File: config.mk
export PLATFORM = sky130hd
export DESIGN_NAME = decoder_3_8_walk
export DESIGN_NICKNAME = d
export VERILOG_FILES = /design/src/rtl/decoder_3_8_walk.sv
export SDC_FILE = /design/constraint.sdc
export NUM_CORES = 1
export LEC_CHECK = 0
export ABC_CLOCK_PERIOD_IN_PS = 3200
export CORE_UTILIZATION = 40
export DETAILED_ROUTE_END_ITERATION = 7
export DONT_BUFFER_PORTS = 1
export PLACE_DENSITY_LB_ADDON = 0.12
export SETUP_SLACK_MARGIN = 0.1
export SYNTH_ARGS = -nofsm -noshare
export SYNTH_HDL_FRONTEND = slang
export SYNTH_SLANG_ARGS = --single-unit
File: constraint.sdc
create_clock -name clk -period 3.2 [get_ports clk]
set_input_delay 0.48 -clock clk [delete_from_list [all_inputs] [get_ports clk]]
set_output_delay 0.48 -clock clk [all_outputs]
set_load 0.02 [all_outputs]
File: src/rtl/decoder_3_8_walk.sv
// Streaming 3-to-8 decoder: one request (start code + run length) becomes a burst of
// one-hot words walking upward with wrap-around. Define DEC38_ACTIVE_LOW_EN for active-low words.
module decoder_3_8_walk (
    input  logic       clk,
    input  logic       resetn,
    input  logic       in_valid,
    output logic       in_ready,
    input  logic [2:0] in_code,
    input  logic [2:0] in_len,
    output logic       out_valid,
    input  logic       out_ready,
    output logic [7:0] out_onehot,
    output logic       out_last,
    output logic       busy
);

    // Handshake: a transfer happens on a rising edge where valid && ready on that side.
    // valid never depends on ready; in_ready may depend on out_ready so a new burst
    // can be taken on the same edge the previous last beat leaves.

`ifdef DEC38_ACTIVE_LOW_EN
    localparam logic [7:0] POL_MASK = 8'hFF;
`else
    localparam logic [7:0] POL_MASK = 8'h00;
`endif

    typedef enum logic {
        IDLE = 1'b0,
        RUN  = 1'b1
    } state_e;

    state_e     state_q, state_d;
    logic [2:0] cur_q, cur_d;
    logic [2:0] rem_q, rem_d;
    logic       out_valid_q, out_valid_d;
    logic [7:0] out_onehot_q, out_onehot_d;
    logic       out_last_q, out_last_d;

    logic       accept;
    logic       beat;
    logic [2:0] cur_next;

    assign beat     = out_valid_q && out_ready;
    assign in_ready = (state_q == IDLE) || (beat && out_last_q);
    assign accept   = in_valid && in_ready;
    assign cur_next = cur_q + 3'd1;

    always_comb begin
        state_d      = state_q;
        cur_d        = cur_q;
        rem_d        = rem_q;
        out_valid_d  = out_valid_q;
        out_onehot_d = out_onehot_q;
        out_last_d   = out_last_q;
        if (accept) begin
            state_d      = RUN;
            cur_d        = in_code;
            rem_d        = in_len;
            out_valid_d  = 1'b1;
            out_onehot_d = (8'd1 << in_code) ^ POL_MASK;
            out_last_d   = (in_len == 3'd0);
        end else if (beat) begin
            if (out_last_q) begin
                state_d      = IDLE;
                out_valid_d  = 1'b0;
                out_onehot_d = POL_MASK;
                out_last_d   = 1'b0;
            end else begin
                // 3-bit arithmetic gives the 7 -> 0 wrap for free
                cur_d        = cur_next;
                rem_d        = rem_q - 3'd1;
                out_onehot_d = (8'd1 << cur_next) ^ POL_MASK;
                out_last_d   = (rem_q == 3'd1);
            end
        end
    end

    always_ff @(posedge clk or negedge resetn) begin
        if (!resetn) begin
            state_q      <= IDLE;
            cur_q        <= 3'd0;
            rem_q        <= 3'd0;
            out_valid_q  <= 1'b0;
            out_onehot_q <= POL_MASK;
            out_last_q   <= 1'b0;
        end else begin
            state_q      <= state_d;
            cur_q        <= cur_d;
            rem_q        <= rem_d;
            out_valid_q  <= out_valid_d;
            out_onehot_q <= out_onehot_d;
            out_last_q   <= out_last_d;
        end
    end

    assign out_valid  = out_valid_q;
    assign out_onehot = out_onehot_q;
    assign out_last   = out_last_q;
    assign busy       = (state_q == RUN);

endmodule
* Yosys cells after proc, flatten, opt, wreduce, memory -nomap -nowiden
Index checks and enable logic that the tools add are counted.
** Word-level totals
- Bits of input ports :: 10
- Register bits :: 16
- Output and inout bits :: 12
- Memories :: 0
- Logic and storage cells :: 36
- Memory bits (read-only) :: 0
- Memory bits (writable) :: 0
- Latch bits :: 0
** Cells by class
- Add/sub/neg operators :: 2
- Reductions and logical operators :: 9
- Bitwise gates (word level) :: 1
- Multiplexer cells :: 15
- Equal/unequal tests :: 2
- $mul :: 0
- Divide/modulo/power cells :: 0
- Shifts and indexed selects :: 2
- Order comparisons :: 0
** Operator list (count)
- two-way mux 8 bit :: 3
- two-way mux 3 bit :: 6
- left shift 1 x 3 -> 8 bit, first input constant :: 2
- two-way mux 1 bit :: 6
- AND reduction 2 bit :: 2
- nonzero test 2 bit :: 2
- adder 3 x 1 -> 3 bit, second input constant :: 1
- == test 3 x 1 -> 1 bit, second input constant :: 1
- logical AND 1 bit :: 3
- zero test 3 bit :: 1
- subtractor 3 x 1 -> 3 bit, second input constant :: 1
- inequality test 2 x 1 -> 1 bit, second input constant :: 1
- logical OR 1 bit :: 1
- NOT 1 bit :: 1

* Logic depth before layout (Yosys ltp)
- Depth after elaboration :: 6
- Depth in mapped cells :: 5
- Gate-level depth less buffers :: 5

* Worst setup path before layout
Ideal clock, no wire load.
- Path type :: register -> register
- Start :: register out_valid_q, in the netlist out_valid
- End :: register rem_q[1]
- Required time :: 3.074 ns
- Arrival :: 1.414 ns
- Cell stages (with the launch flop) :: 5
- Library setup time :: 0.126 ns
- Slack :: 1.660 ns
- Period minus slack after synthesis :: 1.540 ns
- Path buffers :: 1
- Path through :: dfrtp_1 -> a21bo_2 -> and2_4 -> buf_6 -> a221o_1
** Between the ends
- Cells in the longest elaborated chain, start to end :: 6
- Elaborated cells on any way between the ends :: 9
- Classes of those cells :: eq/ne: 1; mux: 1; bitwise: 1; reduce/logical: 6
** Ends and longest elaborated chain
- from (decl) :: RTL line 35 : logic out_valid_q, out_valid_d;
- from (signal assigned) :: RTL line 90 : out_valid_q <= out_valid_d;
- logical AND 1 bit :: RTL line 43 : assign beat = out_valid_q && out_ready;
- logical AND 1 bit :: RTL line 44 : assign in_ready = (state_q == IDLE) || (beat && out_last_q);
- logical OR 1 bit :: RTL line 44
- logical AND 1 bit :: RTL line 45 : assign accept = in_valid && in_ready;
- inequality test 2 x 1 -> 1 bit (no line) or nonzero test 2 bit (tied branches)
- AND reduction 2 bit (no line)
- to (signal assigned) :: RTL line 89 : rem_q <= rem_d;
- to (decl) :: RTL line 34 : logic [2:0] rem_q, rem_d;
Parallel ways exist; a longest one is shown, timed or not.
A chain may end at the register's enable or synchronous reset.

* Worst setup path in the final report
- Start :: register out_valid_q, in the netlist out_valid
- End :: output in_ready
** Between the ends
- Cells in the longest elaborated chain, start to end :: 3
- Elaborated cells on any way between the ends :: 4
- Classes of those cells :: bitwise: 1; reduce/logical: 3
** Ends and longest elaborated chain
- logical AND 1 bit :: RTL line 43
- logical AND 1 bit :: RTL line 44
- logical OR 1 bit * :: RTL line 44
- to (decl) :: RTL line 7 : output logic in_ready,
Every way passes the cells marked *; elsewhere a longest branch is shown, timed or not.

==> impl_summary.md <==
Power
Overall power consumption after layout is estimated at 939 uW. The clock network power share is 11.0%. The switching share of power is 45.1%.

The net switching power is 423 uW. Combinational logic is responsible for 41.4% of the overall power. The share of power burned in registers is 47.6%. The highest ir drop seen on vdd is 385 uV. The static leakage power is 0.416 nW. Internal power comes to 515 uW. In this run the power density over the cells is 915 nW/um^2.

Route
The routed length on met1 is 1060 um. The number of vias in the routed layout is 764. Detailed routing placed a total of 966 um of wire on met2. The detail route stage leaves a number of antenna-violating nets equal to 0.

Before antenna repair, the detailed router went through 4 iterations. Detailed routing placed a total of 78 um of wire on met3. The highest metal layer with signal wires is met4. In the final routed layout, each cell accounts on average for 16.5 um.

The total wire length is 2130 um. Dividing the detail-routed via count by the number of cells gives 5.92. The final routed DRC violation total is 0. The first routing iteration left 23 violations.

Logic synthesis
In the synthesized netlist the dominant register cell turns out to be sky130_fd_sc_hd__dfrtp_1. Yosys mapped a number of flops with a built-in enable equal to 0. The synthesized design devotes to its leading area cell type 40.1% of total area.

By count the netlist is led by 16 x sky130_fd_sc_hd__dfrtp_1, 12 x sky130_fd_sc_hd__nor2_1, 9 x sky130_fd_sc_hd__nand4b_1, 8 x sky130_fd_sc_hd__a31oi_1, 8 x sky130_fd_sc_hd__nand3_1. The most area-hungry cell type in the Yosys netlist is sky130_fd_sc_hd__dfrtp_1. The post-synthesis net count is 121. The synthesized netlist contains 29 unique library cells. For this run, asynchronously set or reset flops after synthesis account for 100%. The sequential share of the synthesized area is 40.1%. A synthesized cell averages 9.61 sq um. The Yosys step of the flow raised 0 warnings. Yosys attributes the largest share of cell area to sky130_fd_sc_hd__dfrtp_1 40%, sky130_fd_sc_hd__ha_1 8.8%, sky130_fd_sc_hd__nand4b_1 7.9%. The flip-flop and latch count after synthesis is 16.

The most frequently used cell type in the post-synthesis netlist is sky130_fd_sc_hd__dfrtp_1. The post-synthesis instance area is 1000 sq um. The synthesized instance count is 104.

Floorplan
In this run the vertical extent of the chip is 52.0 um. 22 I/O pins were placed. The core region is 2280 sq um. The cell row count is 17. The initial cell density of the core is 43.9%. The die covers 2700 sq um.

Measured along the x axis, the die boundary spans 52.0 um.

Critical path
The capturing element type of the critical path is a primary output. Among cell families on the critical path, the largest total delay comes from flip-flops. At the worst endpoint, the arrival time is 1420 ps. The signal on the critical path passes through a21bo_2. In this run the critical register-to-register path is launched from out_valid.

For the worst setup path, the data required time is 2720 ps. The cell with the largest stage delay on the worst path is sky130_fd_sc_hd__dfrtp_1. STA classifies the critical path startpoint as a flop. The critical path startpoint is out_valid. Along the worst path, the maximum fanout reaches 16. The count of buffer and inverter cells on the critical path is 0. The setup path with the least slack is of type reg2out.

The stage delay of the slowest cell on the critical path is 600 ps.

Clock network
TritonCTS built the clock tree. The root buffer cell is sky130_fd_sc_hd__clkbuf_4. Buffers inserted during clock tree synthesis total 3. The latest clock arrival within the worst-skew pair is 280 ps.

The number of buffers between clock root and the deepest sink is 2. Clock-pin slew was measured on the worst setup and hold paths at 80 ps. The number of instances resized during post-cts repair is 0. The number of H-tree levels is 1.

In this run the post-CTS setup repair buffer count came out at 0. The clock net in this run drives a total of 16 sinks.

Cells and area
The number of nets in the final layout is 120. The number of antenna diodes in the final layout is 0. Relative to the synthesized area, the layout overhead comes to 2.63%.

The end-of-flow core utilization is 45.1%. In the final layout, the share of cells above drive strength 1 is 5.94%. The final design instance area without fill is 1030 sq um. Counting the fill cells in the layout gives 225.

Place
The wire-length estimate of the detail-placed layout is 1570 um. The routability-driven placement congestion ratio is 0.780. The placed instance area is 993 sq um.

The total of buffers placed on input and output ports is 0.

GRT
The pin count of the biggest net entering global routing is 17. The first global-routing pass estimated 3580 um of wire. The initial antenna violation count came to 0.

The number of global-route vias before repair is 751. The overall track demand over capacity in global routing is 18.4%. The remaining global-route overflow is 0.

Timing
The final total negative setup slack is 0 ps. Across the routed clock network, the largest skew measured is 5.92 ps. The total setup violations reported at the end of the flow is 0. The max-slew violation count is 0. The relative slew slack is 49.8%. The hold violation count in the final report is 0. Based on the critical path, the design can be clocked at up to 525 MHz. The worst path needs 1900 ps of the cycle, external delays included. Setup repair after global routing left no endpoint under its margin. For the pin with the worst max-slew slack, the measured transition is 751 ps. The worst path uses 59.5% of the clock period.

Worst hold path
The worst hold path begins at in_valid. In this run the worst hold path is classified as in2reg.

Run status
The run finished with clean final reports.

Flow run
Across the run, the number of max-cap violations was 0.
[worst paths after layout]
| check | to | slack [ps] | depth (start not counted) |
|---|---|---|---|
| min in group asynchronous | out_onehot[3] | 700 | 1 |
| worst max register to register | cur_q[0] | 1370 | 3 |
| worst min-delay path | out_valid | 310 | 1 |
| worst max-delay path | in_ready | 1300 | 1 |
| max in group asynchronous | cur_q[2] | 2030 | 1 |
| worst min register to register | rem_q[1] | 530 | 1 |
[cells by family (layout without fill, tap and decap cells)]
logic type	Yosys count	count (layout)	share of synthesized area, %
adder cells (fa/ha/maj)	7	7	8.76
buffers and inverters	11	8	5.63
multiplexers	2	2	2.13
flip-flops	16	16	40.0
AO/OA/AOI/OAI	20	20	13.9
XOR/XNOR	4	4	3.51
AND/OR/NAND/NOR	44	44	26.0
[through the flow]
step	hold WS, ps	instances	worst slack (ps)
final	306	129	1300
after global routing	301	129	1210
after CTS	291	129	1260
after detailed placement	185	125	1370
after global placement	185	125	1420
after floorplan	184	104	1660
[power groups by stage]
| stage | clock network (mW) | logic, mW | registers (mW) |
|---|---|---|---|
| floorplan | 0 | 0.344 | 0.420 |
| global placement | 0 | 0.383 | 0.447 |
| detailed placement | 0 | 0.385 | 0.453 |
| CTS | 0.112 | 0.393 | 0.449 |
| global route | 0.121 | 0.449 | 0.463 |
| finish | 0.103 | 0.389 | 0.447 |
[final cells by class]
type | count | area [sq um] | share of cell area (%)
Multi-Input combinational cell | 77 | 543 | 52.9
Timing Repair Buffer | 1 | 10.0 | 0.976
Inverter | 4 | 15.0 | 1.46
Sequential cell | 16 | 400 | 39.0
Clock buffer | 3 | 22.5 | 2.20
Tap cell | 28 | 35.0 | 3.41
[placed cells by master, fill, tap and decap left out, types with 2 or more instances in the layout]
cell,instances
sky130_fd_sc_hd__a221o_1,3
sky130_fd_sc_hd__a31oi_1,8
sky130_fd_sc_hd__clkbuf_4,3
sky130_fd_sc_hd__dfrtp_1,16
sky130_fd_sc_hd__ha_1,7
sky130_fd_sc_hd__inv_1,4
sky130_fd_sc_hd__nand2b_1,4
sky130_fd_sc_hd__nand3_1,8
sky130_fd_sc_hd__nand4_1,4
sky130_fd_sc_hd__nand4b_1,9
sky130_fd_sc_hd__nor2_1,12
sky130_fd_sc_hd__nor2b_1,3
sky130_fd_sc_hd__o21ai_1,4
sky130_fd_sc_hd__xnor2_1,2
sky130_fd_sc_hd__xor2_1,2
[flip-flops by register name, summed over array words and instances (netlist names)]
register,count
out_last,1
out_valid,1
rem_q,3
cur_q,3
out_onehot,8
[metal layers]
layer / vias to the layer above / track usage (%)
li1: 377 / -
met4: 0 / 6.76
met2: 17 / 26.5
met3: 4 / 4.09
met5: - / 0
met1: 366 / 26.3
[repair_timing]
item	4_1_cts	5_1_grt
hold buffers	1	0
endpoints found under the setup margin	0	0
endpoints found under the hold margin	16	0
Note: power is estimated with default switching activity, not from simulation.
